**config.mk**
```make
export PLATFORM = sky130hd
export DESIGN_NAME = eth_tx_arbiter_flat
export DESIGN_NICKNAME = d
export VERILOG_FILES = /design/src/rtl/eth_tx_arbiter_if.sv /design/src/rtl/eth_tx_arbiter.sv /design/src/flat_wrapper.sv
export SDC_FILE = /design/constraint.sdc
export NUM_CORES = 1
export LEC_CHECK = 0
export ABC_AREA = 1
export CAP_MARGIN = 20
export CELL_PAD_IN_SITES_DETAIL_PLACEMENT = 1
export CELL_PAD_IN_SITES_GLOBAL_PLACEMENT = 2
export CORE_MARGIN = 2
export CORE_UTILIZATION = 22
export CTS_BUF_LIST = sky130_fd_sc_hd__clkbuf_4 sky130_fd_sc_hd__clkbuf_8 sky130_fd_sc_hd__clkbuf_16
export DETAILED_ROUTE_END_ITERATION = 7
export PLACE_DENSITY = 0.8
export SLEW_MARGIN = 20
export SYNTH_ARGS = -nofsm -noshare
export SYNTH_HDL_FRONTEND = slang
export SYNTH_SLANG_ARGS = --single-unit
```
**constraint.sdc**
```tcl
create_clock -name i_clk -period 1.6 [get_ports i_clk]
set_input_delay 0.16 -clock i_clk [delete_from_list [all_inputs] [get_ports i_clk]]
set_output_delay 0.16 -clock i_clk [all_outputs]
set_load 0.02 [all_outputs]
```
**src/rtl/eth_tx_arbiter_if.sv**
```systemverilog
// Channel-side and GMII-side signal bundle of the N-channel transmit arbiter.
// master = arbiter view, slave = TX engine / MAC side view.
interface eth_tx_arbiter_if #(
   parameter int N_CH = 3,
   parameter int CH_W = (N_CH > 1) ? $clog2(N_CH) : 1
);
   logic [N_CH-1:0]   ch_req;
   logic [N_CH-1:0]   ch_start;
   logic [N_CH-1:0]   ch_done;
   logic [N_CH-1:0]   ch_tx_en;
   logic [8*N_CH-1:0] ch_txd;
   logic              gmii_tx_en;
   logic [7:0]        gmii_txd;
   logic              busy;
   logic [CH_W-1:0]   cur_ch;
   logic [15:0]       frame_cnt;
   logic              timeout_err;

   modport master (
      input  ch_req, ch_done, ch_tx_en, ch_txd,
      output ch_start, gmii_tx_en, gmii_txd, busy, cur_ch, frame_cnt, timeout_err
   );

   modport slave (
      output ch_req, ch_done, ch_tx_en, ch_txd,
      input  ch_start, gmii_tx_en, gmii_txd, busy, cur_ch, frame_cnt, timeout_err
   );
endinterface

```
**src/rtl/eth_tx_arbiter.sv**
```systemverilog
// N-channel GMII transmit arbiter: grant, start pulse, byte mux, inter-frame gap.
// Optional ACTIVE-state watchdog is built only when ARB_TIMEOUT_EN is defined.
module eth_tx_arbiter #(
   parameter int N_CH        = 3,
   parameter int ARB_MODE    = 0,
   parameter int IFG_CYCLES  = 12,
   parameter int TIMEOUT_CYC = 4096
) (
   input  logic             i_clk,
   input  logic             i_rst,
   eth_tx_arbiter_if.master if_arb
);

   localparam int CH_W  = (N_CH > 1) ? $clog2(N_CH) : 1;
   localparam int IFG_W = (IFG_CYCLES > 1) ? $clog2(IFG_CYCLES) : 1;

   typedef enum logic [1:0] {
      S_IDLE,
      S_GRANT,
      S_ACTIVE,
      S_GAP
   } state_t;

   state_t            r_state;
   state_t            w_next_state;
   logic [CH_W-1:0]   r_cur_ch;
   logic [CH_W-1:0]   r_rr_ptr;
   logic [IFG_W-1:0]  r_ifg_cnt;
   logic [15:0]       r_frame_cnt;
   logic              r_gmii_tx_en;
   logic [7:0]        r_gmii_txd;

   logic [CH_W-1:0]   w_search_base;
   logic [CH_W-1:0]   w_idx;
   logic [CH_W-1:0]   w_win_ch;
   logic              w_win_vld;
   logic              w_grant;
   logic              w_done;
   logic              w_timeout;
   logic              w_ifg_last;
   logic [N_CH-1:0]   w_ch_start;

   // Round-robin pointer holds the first index to search, so reset value 0 favours ch0.
   assign w_search_base = (ARB_MODE == 1) ? r_rr_ptr : '0;

   // NOTE: every always_comb output gets a default before any branch, so no latch is inferred.
   always_comb begin
      w_win_vld = 1'b0;
      w_win_ch  = '0;
      w_idx     = '0;
      for (int i = N_CH - 1; i >= 0; i--) begin
         w_idx = CH_W'((int'(w_search_base) + i) % N_CH);
         if (if_arb.ch_req[w_idx]) begin
            w_win_vld = 1'b1;
            w_win_ch  = w_idx;
         end
      end
   end

   assign w_grant    = (r_state == S_IDLE) && w_win_vld;
   assign w_done     = (r_state == S_ACTIVE) && if_arb.ch_done[r_cur_ch];
   assign w_ifg_last = (int'(r_ifg_cnt) == IFG_CYCLES - 1);

`ifdef ARB_TIMEOUT_EN
   localparam int WD_W = $clog2(TIMEOUT_CYC + 1);

   logic [WD_W-1:0] r_wdog_cnt;

   always_ff @(posedge i_clk) begin
      if (i_rst || (r_state != S_ACTIVE)) begin
         r_wdog_cnt <= '0;
      end else begin
         r_wdog_cnt <= r_wdog_cnt + 1'b1;
      end
   end

   // A real ch_done on the final watchdog cycle still completes the frame normally.
   assign w_timeout = (r_state == S_ACTIVE) && !w_done &&
                      (int'(r_wdog_cnt) == TIMEOUT_CYC - 1);
`else
   assign w_timeout = 1'b0;
`endif

   always_comb begin
      w_next_state = r_state;
      case (r_state)
         S_IDLE:   if (w_win_vld) w_next_state = S_GRANT;
         S_GRANT:  w_next_state = S_ACTIVE;
         S_ACTIVE: if (w_done || w_timeout) w_next_state = (IFG_CYCLES == 0) ? S_IDLE : S_GAP;
         S_GAP:    if (w_ifg_last) w_next_state = S_IDLE;
         default:  w_next_state = S_IDLE;
      endcase
   end

   always_comb begin
      w_ch_start = '0;
      if (r_state == S_GRANT) w_ch_start[r_cur_ch] = 1'b1;
   end

   // NOTE: sequential state uses non-blocking assignments so every register samples pre-edge values.
   always_ff @(posedge i_clk) begin
      if (i_rst) begin
         r_state      <= S_IDLE;
         r_cur_ch     <= '0;
         r_rr_ptr     <= '0;
         r_ifg_cnt    <= '0;
         r_frame_cnt  <= '0;
         r_gmii_tx_en <= 1'b0;
         r_gmii_txd   <= '0;
      end else begin
         r_state <= w_next_state;

         if (w_grant) begin
            r_cur_ch <= w_win_ch;
            r_rr_ptr <= (w_win_ch == CH_W'(N_CH - 1)) ? '0 : w_win_ch + 1'b1;
         end

         if (w_done) r_frame_cnt <= r_frame_cnt + 16'd1;

         if (r_state == S_GAP) r_ifg_cnt <= r_ifg_cnt + 1'b1;
         else                  r_ifg_cnt <= '0;

         // Only the granted engine's byte lane can reach the output register.
         if ((r_state == S_GRANT) || (r_state == S_ACTIVE)) begin
            r_gmii_tx_en <= if_arb.ch_tx_en[r_cur_ch];
            r_gmii_txd   <= if_arb.ch_txd[8*r_cur_ch +: 8];
         end else begin
            r_gmii_tx_en <= 1'b0;
            r_gmii_txd   <= '0;
         end
      end
   end

   assign if_arb.ch_start    = w_ch_start;
   assign if_arb.gmii_tx_en  = r_gmii_tx_en;
   assign if_arb.gmii_txd    = r_gmii_txd;
   assign if_arb.busy        = (r_state != S_IDLE);
   assign if_arb.cur_ch      = r_cur_ch;
   assign if_arb.frame_cnt   = r_frame_cnt;
   assign if_arb.timeout_err = w_timeout;

endmodule

```
**src/flat_wrapper.sv**
```systemverilog
// flat-port wrapper written by rule: the top's interface ports become plain ports
module eth_tx_arbiter_flat 
#(
   parameter int N_CH        = 3,
   parameter int ARB_MODE    = 0,
   parameter int IFG_CYCLES  = 12,
   parameter int TIMEOUT_CYC = 4096
)
  (i_clk, i_rst, if_arb_ch_req, if_arb_ch_done, if_arb_ch_tx_en, if_arb_ch_txd, if_arb_ch_start, if_arb_gmii_tx_en, if_arb_gmii_txd, if_arb_busy, if_arb_cur_ch, if_arb_frame_cnt, if_arb_timeout_err);
  eth_tx_arbiter_if #(.N_CH(N_CH)) if_arb_i ();
  input  logic i_clk;
  input  logic i_rst;
  input wire logic [$bits(if_arb_i.ch_req)-1:0] if_arb_ch_req;
  input wire logic [$bits(if_arb_i.ch_done)-1:0] if_arb_ch_done;
  input wire logic [$bits(if_arb_i.ch_tx_en)-1:0] if_arb_ch_tx_en;
  input wire logic [$bits(if_arb_i.ch_txd)-1:0] if_arb_ch_txd;
  output wire logic [$bits(if_arb_i.ch_start)-1:0] if_arb_ch_start;
  output wire logic [$bits(if_arb_i.gmii_tx_en)-1:0] if_arb_gmii_tx_en;
  output wire logic [$bits(if_arb_i.gmii_txd)-1:0] if_arb_gmii_txd;
  output wire logic [$bits(if_arb_i.busy)-1:0] if_arb_busy;
  output wire logic [$bits(if_arb_i.cur_ch)-1:0] if_arb_cur_ch;
  output wire logic [$bits(if_arb_i.frame_cnt)-1:0] if_arb_frame_cnt;
  output wire logic [$bits(if_arb_i.timeout_err)-1:0] if_arb_timeout_err;
  assign if_arb_i.ch_req = if_arb_ch_req;
  assign if_arb_i.ch_done = if_arb_ch_done;
  assign if_arb_i.ch_tx_en = if_arb_ch_tx_en;
  assign if_arb_i.ch_txd = if_arb_ch_txd;
  assign if_arb_ch_start = if_arb_i.ch_start;
  assign if_arb_gmii_tx_en = if_arb_i.gmii_tx_en;
  assign if_arb_gmii_txd = if_arb_i.gmii_txd;
  assign if_arb_busy = if_arb_i.busy;
  assign if_arb_cur_ch = if_arb_i.cur_ch;
  assign if_arb_frame_cnt = if_arb_i.frame_cnt;
  assign if_arb_timeout_err = if_arb_i.timeout_err;
  eth_tx_arbiter #(.N_CH(N_CH), .ARB_MODE(ARB_MODE), .IFG_CYCLES(IFG_CYCLES), .TIMEOUT_CYC(TIMEOUT_CYC)) u_core (.i_clk(i_clk), .i_rst(i_rst), .if_arb(if_arb_i));
endmodule
```
=== Yosys cells after proc, flatten, opt, wreduce, memory -nomap -nowiden ===
Index checks and enable logic that the tools add are counted.

* Add/subtract/negate cells: 2
* Order comparisons: 2
* Equal/unequal tests: 7
* Shift-type cells: 1
* Multiplexer cells: 17
* Bitwise gates (word level): 2
* Reduce and logical (&&, ||, !) cells: 9

{| class="wikitable"
|+ Operators with widths
! operator !! count
|-
| $shiftx 24x6->8 || 1
|-
| $add 16x1->16 const B || 1
|-
| $mux 2 || 6
|-
| $pmux 2 s4 || 1
|-
| $mux 1 || 6
|-
| $ne 2x1->1 const B || 3
|-
| $add 4x1->4 const B || 1
|-
| $bmux 1 s2 || 2
|-
| $eq 2x2->1 const B || 2
|-
| $eq 4x4->1 const B || 1
|-
| $reduce_or 2->1 || 2
|-
| $logic_and 1x1->1 || 3
|-
| $lt 2x3->1 const B || 1
|-
| $mux 3 || 1
|-
| $reduce_and 3->1 || 1
|-
| $demux 1 s2 || 1
|-
| $eq 2x1->1 const B || 1
|-
| $ge 2x1->1 const B || 1
|-
| $logic_not 2->1 || 1
|-
| $not 1->1 || 2
|-
| $reduce_bool 2->1 || 1
|-
| $logic_or 1x1->1 || 1
|}

* Bits in registers: 33
* Bits of input ports: 35
* Logic and storage cells: 46

=== Longest topological paths before layout ===
Gate-level depths: netlist (run 1).

* Depth after elaboration: 5
* Gate-level depth with buffers: 10
* Depth with buffers taken out: 8

=== Worst setup path before layout (run 1) ===
Ideal clock, no wire load.

* Kind: register to register
* From: register u_core.r_frame_cnt[1] (netlist: u_core.if_arb.frame_cnt[1])
* To: register u_core.r_frame_cnt[12] (netlist: u_core.if_arb.frame_cnt[12])
* Data arrival time: 1344 ps
* Data required time: 1485 ps
* Path slack: 141 ps
* Cell stages (with the launch flop): 9
* Path buffers: 0
* Cells stage by stage: dfxtp_1 > ha_1 > nand2_1 > nor2_1 > nand2_1 > nor2_1 > nand3_1 > nand2_1 > nor2_1

* Cells in the longest elaborated chain, start to end: 1

{| class="wikitable"
|+ Ends and longest elaborated chain
! element !! RTL line !! RTL
|-
| start: declaration || eth_tx_arbiter.sv:29 || <nowiki>logic [15:0] r_frame_cnt;</nowiki>
|-
| start signal: assignment || eth_tx_arbiter.sv:118 || <nowiki>if (w_done) r_frame_cnt <= r_frame_cnt + 16'd1;</nowiki>
|-
| $add 16x1->16 || eth_tx_arbiter.sv:118 ||
|}

Every way passes these cells.
A chain may end at the register's enable or synchronous reset.

=== Worst setup path in the final report (run 1) ===
* From: register u_core.r_cur_ch[1] (netlist: u_core.if_arb.cur_ch[1])
* To: output port if_arb_cur_ch[1]

{| class="wikitable"
|+ RTL lines
! element !! RTL line !! RTL
|-
| start: declaration || eth_tx_arbiter.sv:26 || <nowiki>logic [CH_W-1:0] r_cur_ch;</nowiki>
|-
| start signal: assignment || eth_tx_arbiter.sv:114 || <nowiki>r_cur_ch <= w_win_ch;</nowiki>
|-
| end: declaration || flat_wrapper.sv:21 || <nowiki>output wire logic [$bits(if_arb_i.cur_ch)-1:0] if_arb_cur_ch;</nowiki>
|}

No word-level cell between the ends.

==> results of run 1 <==
-- worst max-delay path by stage --
stage / endpoint / slack (ns)
after global routing: if_arb_frame_cnt[3] / 0.002
after global placement: if_arb_ch_start[2] / 0.05
after detailed placement: if_arb_busy / 0.05
final: if_arb_cur_ch[1] / 0.07
after CTS: if_arb_cur_ch[0] / 0.02
after floorplan: u_core.if_arb.frame_cnt[12] / 0.14
-- kinds of logic (layout without fill, tap and decap cells) --
| kind of cell | after synthesis | count (layout) |
|---|---|---|
| and+or+nand+nor | 156 | 156 |
| buffers and inverters | 40 | 115 |
| DFF | 33 | 33 |
| AOI/OAI and AO/OA | 24 | 24 |
| adders and majority gates | 7 | 7 |
| xor gates and xnor gates | 3 | 3 |
| other | 1 | 1 |
-- flip-flops by register name (all words and copies together) (netlist names) --
signal	flops
u_core.if_arb.frame_cnt	16
u_core.r_ifg_cnt	4
u_core.if_arb.gmii_tx_en	1
u_core.r_state	2
u_core.if_arb.gmii_txd	8
u_core.if_arb.cur_ch	2
-- metal layers --
metal  part of all wire (%)  global-route usage, %  vias to the layer above
li1                       -                      -                      970
met1                     46                   14.9                      838
met2                     44                   20.1                       54
met3                    9.5                   6.12                        2
met4                   0.45                   2.90                        0
met5                      0                      0                        -
-- area by class of cell --
class	instances	area [sq um]	area share, %
Tap cell	102	128	4.80
Timing Repair Buffer	75	726	27.3
Clock buffer	7	90.1	3.39
Multi-Input combinational cell	191	932	35.0
Inverter	33	124	4.65
Sequential cell	33	662	24.9
-- cells in the final DEF, fill, tap and decap left out, drive strengths merged --
cell,count
a21oi,14
a221oi,1
buf,10
clkbuf,10
clkdlybuf4s15,1
clkdlybuf4s50,60
clkinv,1
conb,1
dfxtp,33
dlymetal6s2s,1
ha,7
inv,32
nand2,75
nand3,31
nand4,3
nor2,43
nor3,3
o21ai,5
o21bai,4
or2,1
xor2,3
-- through the flow --
step                std cells  setup slack (ns)  power, uW  utilization (%)  hold slack (ns)
global placement          434            0.0481       2320             33.2            0.436
finish                    441            0.0704       2910             34.3            0.453
global route              441           0.00210       3160             34.3            0.474
CTS                       441            0.0156       2980             34.3            0.461
detailed placement        434            0.0502       2320             33.2            0.450
floorplan                 264             0.141       1750                -            0.276
-- power by group through the flow --
stage / Combinational (uW) / Sequential (uW) / Clock (uW)
global route: 1400 / 1030 / 726
finish: 1250 / 1010 / 646
global placement: 1280 / 1030 / 0
floorplan: 635 / 1120 / 0
detailed placement: 1290 / 1030 / 0
CTS: 1280 / 1020 / 685
-- what timing repair did --
| item | CTS | global route |
|---|---|---|
| endpoints found under the setup margin | 5 | 19 |
| gates resized for setup | 6 | 11 |
| hold buffers | 0 | 0 |
==> results.md, run 1 <==
- Worst path top cell family by delay: buffers and inverters
- Startpoint Class: register
- Layout cells sized above 1: 10.3%
- Fillers: 1006
- Drt wl/cell: 11.5 um
- Crit. Startpoint: u_core.if_arb.cur_ch[1]
- Clk_lat worst skew: 0.27 ns
- Longest Clk Path Bufs: 2
- NetSw: 1080 uW
- Avg Inst Size Synth: 6.68 sq um
- Largest family of logic cells by synthesized area: simple AND/OR/NAND/NOR gates
- Hold-critical path depth: 1
- Largest net degree at the start of global routing: 12
- Design Area, Final: 2660 sq um
- Largest fanout on the critical path: 8
- Routed vias: 1864
- Synth Area in Compound Gates: 8.44%
- Synth top cells by count: nand2_1 (73), nor2_1 (42), dfxtp_1 (33)
- Sum Neg Setup Slack: 0 ns
- Antenna diode count: 0
- Sequential cell area fraction in the yosys report: 37.4%
- Worst vdd ir: 0.000608 V
- Cell Rows: 32
- RR Startpoint: u_core.if_arb.frame_cnt[1]
- Critical Path RT: 1.44 ns
- Top FF cell, synth: dfxtp_1
- Result of the run: finished, final reports clean
- CTS sink count: 33
- CTS root buf: clkbuf_8
- Maximum clock rate: 654 MHz
- Dpl cell area: 2580 sq um
- Top cell type's share of synthesized area: 37.4%
- I/O pin count: 67
- Seq pwr share: 34.9%
- Mapped Nets: 306
- Area Overhead vs Synth: 50.9%
- PwrDens: 1090 nW/um^2
- Worst setup EP type: primary output
- Netlist Area Pre-Place: 1760 sq um
- FFs w/ async S/R, synth: 0%
- Full die area: 8750 sq um
- Gate power share: 42.9%
- Die Span X: 93.6 um
- Mapped Cells: 264
- HP Start: u_core.r_ifg_cnt[0]
- Worst Reg2Reg Path Length in Cells: 8
- Fin crit share: 95.6%
- Yosys top cell by area: dfxtp_1
- Clock power share: 22.2%
- RR Endpoint: u_core.if_arb.frame_cnt[12]
- CTS clock-pin slew for the worst setup and hold paths: 0.07 ns
- Synth cell types: 26
- Dpl hpwl: 4.14 mm
- GP Congestion: 0.728
- Pre-antenna DRT Iters: 6
- Top-count cell post-synth: nand2_1
- Leakage power: 0.00114 uW
- Final Skew: 0.00556 ns
- Final setup viols: 0
- Worst Hold Class: reg -> reg
- Routed wire length: 5.09 mm
- Crit path depth: 1
- Worst Path Buf+Inv: 1
- Maxcap violations: 0
- Via/cell ratio: 4.23
- Critical path type: reg -> out
- Internal power: 1830 uW
- Post-CTS Setup Bufs: 0
- TritonCTS clock tree: built
- H-tree levels: 2
- Ys Warns: 0
- Synth area leaders: dfxtp_1 (37%), nand2_1 (16%), nor2_1 (8.9%)
- Iteration-0 DRC count of the detailed router: 30
- Post-synthesis xor/xnor area fraction: 1.49%
- Critical path's largest stage delay: 0.65 ns
- Worst reg-to-reg setup slack: 0.16 ns
- Critical-path cell list: clkdlybuf4s50_1
- Starting Density: 22.7%
- Initial antenna violation count: 0
- Adder-cell share of the synthesized area: 4.96%
- Final Net Count: 381
- RSZ-0062 raised after global routing: false
- Final ANT Viol Nets: 0
- Final Slew Violations: 0
- Switch share: 37.1%
- Hold Path Sink: u_core.r_ifg_cnt[0]
- Grt ovf: 0
- Vias in the first global route: 1918
- Num CTS Buffers: 5
- Hold Fails Final Rpt: 0
- Port Buffers: 65
- Final min period: 1.53 ns
- Post-synthesis mux area share: 0%
- Drt drc: 0
- Worst path slowest cell: clkdlybuf4s50_1
- Core Area: 7770 sq um
- First-pass GRT wire length: 8.62 mm
- Simple-Gate Fraction of Synth Area: 37.4%
- Total GRT Usage: 12.4%
- FF+latch count, synth: 33
- Worst EP arrival: 1.37 ns
- EDFF count, synth: 0
- Vert. Die Dim: 93.6 um
Note: power is estimated with default switching activity, not from simulation.
==> run 2, diff against run 1 <==
--- a/config.mk
+++ b/config.mk
@@ -9,11 +9,10 @@
 export CAP_MARGIN = 20
 export CELL_PAD_IN_SITES_DETAIL_PLACEMENT = 1
 export CELL_PAD_IN_SITES_GLOBAL_PLACEMENT = 2
-export CORE_MARGIN = 2
-export CORE_UTILIZATION = 22
+export CORE_UTILIZATION = 24
 export CTS_BUF_LIST = sky130_fd_sc_hd__clkbuf_4 sky130_fd_sc_hd__clkbuf_8 sky130_fd_sc_hd__clkbuf_16
 export DETAILED_ROUTE_END_ITERATION = 7
-export PLACE_DENSITY = 0.8
+export PLACE_DENSITY = 0.86
 export SLEW_MARGIN = 20
 export SYNTH_ARGS = -nofsm -noshare
 export SYNTH_HDL_FRONTEND = slang
==> constraint.sdc (replaced) <==
create_clock -name i_clk -period 1.8 [get_ports i_clk]
set_input_delay 0.18 -clock i_clk [delete_from_list [all_inputs] [get_ports i_clk]]
set_output_delay 0.18 -clock i_clk [all_outputs]
set_load 0.02 [all_outputs]
==> run 2 against run 1 <==
Flip-flop and latch count stayed put. Combinational power down 18%. Power decreased by 13%. Sequential share of layout area is 0.63 points higher. Wire length grew 1.0%. Count of clock-buffer cells in the layout stayed put. Clock skew decreased by 0.0041 ns. Worst setup slack better by 0.054 ns. Cell count decreased by 2.7%. Critical path type unchanged. Largest power group unchanged. Highest routed layer unchanged.
==> results.md, run 2 (same netlist as run 1, synthesis figures left out) <==
- Vias in the first global route: 1920
- Final Net Count: 375
- RR Endpoint: u_core.if_arb.gmii_tx_en
- GP Congestion: 0.737
- Maximum clock rate: 597 MHz
- Startpoint Class: register
- Commonest non-fill, non-tap cells in the layout: nand2_1 (73), clkdlybuf4s50_1 (61), nor2_1 (42), dfxtp_1 (31), nand3_1 (30)
- Full die area: 7700 sq um
- CTS sink count: 33
- Clk_lat worst skew: 0.28 ns
- RR Startpoint: u_core.r_state[0]
- Core Area: 6940 sq um
- Fin crit share: 93.1%
- Longest Clk Path Bufs: 2
- Cell Rows: 30
- Pre-antenna DRT Iters: 4
- Via/cell ratio: 4.36
- TritonCTS clock tree: built
- Worst Reg2Reg Path Length in Cells: 6
- Critical Path RT: 1.62 ns
- Routed vias: 1869
- Final setup viols: 0
- Total GRT Usage: 14.5%
- Drt wl/cell: 12.0 um
- Hold_buf cts: 0
- Starting Density: 25.4%
- Layout cells sized above 1: 7.51%
- Critical-path cell list: inv_1 -> ha_1 -> inv_1 -> dlygate4sd2_1
- CTS clock-pin slew for the worst setup and hold paths: 0.07 ns
- Worst-margin pin slew: 0.688 ns
- Worst Hold Class: reg -> reg
- Area Overhead vs Synth: 47.4%
- Antenna diode count: 0
- Hold Fails Final Rpt: 0
- Worst Setup EP: if_arb_busy
- Result of the run: finished, final reports clean
- H-tree levels: 2
- Leakage power: 0.00110 uW
- Worst vdd ir: 0.000370 V
- Dpl cell area: 2510 sq um
- Maxcap violations: 0
- Worst path slowest cell: dfxtp_1
- Die Span X: 87.7 um
- Largest net degree at the start of global routing: 18
- Port Buffers: 65
- Critical path type: reg -> out
- Iteration-0 DRC count of the detailed router: 45
- First-pass GRT wire length: 8.70 mm
- CTS root buf: clkbuf_8
- Routed wire length: 5.14 mm
- Critical path's largest stage delay: 0.39 ns
- Commonest non-fill, non-tap cell in the layout: nand2_1
- Final min period: 1.68 ns
- I/O pin count: 67
- Largest register FFs: 16
- Vert. Die Dim: 87.7 um
- Sum Neg Setup Slack: 0 ns
- Grt ovf: 0
- Largest fanout on the critical path: 5
- Initial antenna violation count: 0
- Crit. Startpoint: u_core.r_state[0]
- Worst reg-to-reg setup slack: 0.18 ns
- RSZ-0062 raised after global routing: false
- Final ANT Viol Nets: 0
- Rel. slew slack: 54.0%
- Most frequent CP cell: inv_1
- PwrDens: 974 nW/um^2
- Dpl hpwl: 3.99 mm
- Crit path depth: 4
- Worst Path Buf+Inv: 3
- Num CTS Buffers: 5
- Design Area, Final: 2600 sq um
- Worst path top cell family by delay: buffers and inverters
- Worst EP arrival: 1.50 ns
- Final Slew Violations: 0
- Drt drc: 0
- Final Skew: 0.00141 ns
- Worst setup EP type: primary output
run 2: where the power goes:
part | internal, uW | total [uW] | switching [uW]
logic | 423 | 1030 | 609
registers | 832 | 912 | 79.8
clock network | 319 | 588 | 270
run 2: area by class of cell:
cell class / count / area [sq um]
timing repair buffer: 69 / 676
multi-input combinational: 191 / 927
tap: 96 / 120
fill: 896 / 4340
clock buffer: 7 / 90.1
sequential: 33 / 663
inverter: 33 / 124
run 2: worst min path at each step:
stage,to,slack [ns],start,depth (start not counted)
after global routing,u_core.r_ifg_cnt[0],0.47,u_core.r_ifg_cnt[0],1
after floorplan,u_core.if_arb.cur_ch[0],0.30,if_arb_ch_req[0],1
after detailed placement,u_core.r_ifg_cnt[0],0.44,u_core.r_ifg_cnt[0],1
after global placement,u_core.r_ifg_cnt[0],0.43,u_core.r_ifg_cnt[0],1
final,u_core.r_ifg_cnt[0],0.45,u_core.r_ifg_cnt[0],1
after CTS,u_core.r_ifg_cnt[0],0.45,u_core.r_ifg_cnt[0],1
run 2: timing repair:
| item | 4_1_cts | 5_1_grt |
|---|---|---|
| gates resized for setup | 6 | 0 |
| endpoints found under the setup margin | 4 | 0 |
| buffers inserted | 0 | 0 |
run 2: stage by stage:
| step | setup slack [ns] | total power (uW) | hold slack, ns | utilization, % | std cells |
|---|---|---|---|---|---|
| floorplan | 0.341 | 1560 | 0.296 | - | 264 |
| global placement | 0.189 | 1970 | 0.432 | 36.2 | 422 |
| detailed placement | 0.155 | 1990 | 0.440 | 36.2 | 422 |
| CTS | 0.102 | 2580 | 0.455 | 37.4 | 429 |
| global route | 0.00406 | 2720 | 0.474 | 37.4 | 429 |
| finish | 0.124 | 2530 | 0.454 | 37.4 | 429 |
run 2: routing by layer:
metal	routed length, um	GRT usage (%)	up-vias
met5	0	0	-
met4	59	4.17	0
met3	482	6.03	6
met2	2380	24.5	62
met1	2220	16.9	841
li1	-	-	960
==> run 3, diff against run 2 <==
--- a/config.mk
+++ b/config.mk
@@ -12,7 +12,7 @@
 export CORE_UTILIZATION = 24
 export CTS_BUF_LIST = sky130_fd_sc_hd__clkbuf_4 sky130_fd_sc_hd__clkbuf_8 sky130_fd_sc_hd__clkbuf_16
 export DETAILED_ROUTE_END_ITERATION = 7
-export PLACE_DENSITY = 0.86
+export PLACE_DENSITY = 0.95
 export SLEW_MARGIN = 20
 export SYNTH_ARGS = -nofsm -noshare
 export SYNTH_HDL_FRONTEND = slang
==> run 3 against run 2 <==
Cell count up 0.47%. Worst setup slack improved by 0.0095 ns. First-iteration DRC count increased by 24%. Register-to-register slack better by 0.04 ns. Sequential power is essentially flat. Utilization up 0.27 points. Clock skew increased by 0.0073 ns. Sequential share of layout area is 0.18 points lower. Critical endpoint unchanged.
==> results.md, run 3 (same netlist as run 1, synthesis figures left out) <==
- H-tree levels: 2
- Clock power share: 24.4%
- Worst path slowest cell: dfxtp_1
- Area Overhead vs Synth: 48.4%
- Num CTS Buffers: 5
- Critical path type: reg -> out
- Worst vdd ir: 0.000488 V
- Worst EP arrival: 1.49 ns
- Commonest non-fill, non-tap cells in the layout: nand2_1 (73), clkdlybuf4s50_1 (61), nor2_1 (42), dfxtp_1 (31), nand3_1 (30)
- Via/cell ratio: 4.35
- Critical Path RT: 1.62 ns
- Gate power share: 40.4%
- Iteration-0 DRC count of the detailed router: 56
- Final Skew: 0.00869 ns
- Core Area: 6940 sq um
- Layout cells sized above 1: 8.06%
- Critical path's largest stage delay: 0.39 ns
- Dpl hpwl: 3.96 mm
- Port Buffers: 65
- Antenna diode count: 0
- I/O pin count: 67
- Largest net degree at the start of global routing: 18
- Longest Clk Path Bufs: 2
- Drt drc: 0
- Routed wire length: 5.00 mm
- First-pass GRT wire length: 8.31 mm
- Rel. slew slack: 57.0%
- CTS sink count: 33
- Startpoint Class: register
- Post-CTS Setup Bufs: 0
- Worst-margin pin slew: 0.642 ns
- Drt wl/cell: 11.6 um
- Final Net Count: 376
- Routed vias: 1877
- Fillers: 879
- Critical-path cell list: inv_1 -> ha_1 -> inv_1 -> dlygate4sd2_1
- Worst Hold Class: reg -> reg
- Maxcap violations: 0
- Pre-antenna DRT Iters: 4
- Final Slew Violations: 0
- Final min period: 1.67 ns
- Final ANT Viol Nets: 0
- Hold Fails Final Rpt: 0
- Total GRT Usage: 14.0%
- Grt ovf: 0
- Clk_lat worst skew: 0.29 ns
- Seq pwr share: 35.1%
- Initial antenna violation count: 0
- Cell Rows: 30
- PwrDens: 988 nW/um^2
- Final setup viols: 0
- Sum Neg Setup Slack: 0 ns
- Maximum clock rate: 600 MHz
- Starting Density: 25.4%
- Vias in the first global route: 1833
- RSZ-0062 raised after global routing: false
- Result of the run: finished, final reports clean
- CTS clock-pin slew for the worst setup and hold paths: 0.07 ns
- Die Span X: 87.7 um
- Leakage power: 0.00111 uW
- Internal power: 1610 uW
- CTS root buf: clkbuf_8
- Vert. Die Dim: 87.7 um
- Total power: 2590 uW
- Most frequent CP cell: inv_1
- Largest register FFs: 16
- Commonest non-fill, non-tap cell in the layout: nand2_1
- Switch share: 37.6%
- Fin crit share: 92.6%
- Largest fanout on the critical path: 5
- NetSw: 971 uW
- TritonCTS clock tree: built
- Full die area: 7700 sq um
- GP Congestion: 0.754
- Worst setup EP type: primary output
[run 3: repair_timing]
action                                 4_1_cts  5_1_grt
hold buffers                                 0        0
endpoints found under the hold margin        0        0
cloned                                       0        0
pin swaps                                    0        0
resized for setup                            6        2
setup endpoints to repair                    4        1
[run 3: cell type report]
class | instances | area (sq um) | share of cell area (%)
Inverter | 33 | 124 | 4.73
Multi-Input combinational cell | 191 | 927 | 35.4
Clock buffer | 7 | 96.3 | 3.68
Clock inverter | 1 | 5.00 | 0.191
Tap cell | 96 | 120 | 4.59
Sequential cell | 33 | 663 | 25.3
Timing Repair Buffer | 70 | 683 | 26.1
[run 3: power groups by stage]
stage          Sequential (uW)  Clock (uW)  Combinational (uW)
3_5_place_dp               924           0                1070
2_1_floorplan              994           0                 564
4_1_cts                    912         666                1060
5_1_grt                    922         701                1160
6_report                   909         632                1050
3_3_place_gp               918           0                1050
[run 3: worst paths after layout]
| path | startpoint | end | slack [ns] | cells past startpoint |
|---|---|---|---|---|
| worst min-delay path | u_core.r_ifg_cnt[0] | u_core.r_ifg_cnt[0] | 0.46 | 1 |
| worst min register to register | u_core.r_ifg_cnt[0] | u_core.r_ifg_cnt[0] | 0.46 | 1 |
| worst max-delay path | u_core.r_state[0] | if_arb_busy | 0.13 | 4 |
| worst max register to register | u_core.r_state[0] | u_core.if_arb.gmii_txd[7] | 0.22 | 6 |
[run 3: through the flow]
stage / setup WS [ns] / instances / util, % / instance area (sq um) / hold WS [ns]
3_5_place_dp: 0.168 / 423 / 36.3 / 2520 / 0.445
6_report: 0.134 / 431 / 37.7 / 2620 / 0.456
3_3_place_gp: 0.224 / 423 / 36.3 / 2520 / 0.433
4_1_cts: 0.114 / 431 / 37.7 / 2620 / 0.456
5_1_grt: 0.00593 / 431 / 37.7 / 2620 / 0.467
2_1_floorplan: 0.341 / 264 / - / 1760 / 0.296
[run 3: routing by layer]
layer	vias to the layer above	global-route usage (%)	wire (um)
li1	963	-	-
met1	856	16.1	2320
met2	52	23.5	2220
met3	6	5.94	405
met4	0	4.02	53
met5	-	0	0
[run 3: worst max-delay path, delay by kind of cell, from the launching register on]
kind	cells	cell delay, ns
flip-flops	1	0.39
adder cells (fa/ha/maj)	1	0.27
buffers and inverters	3	0.55
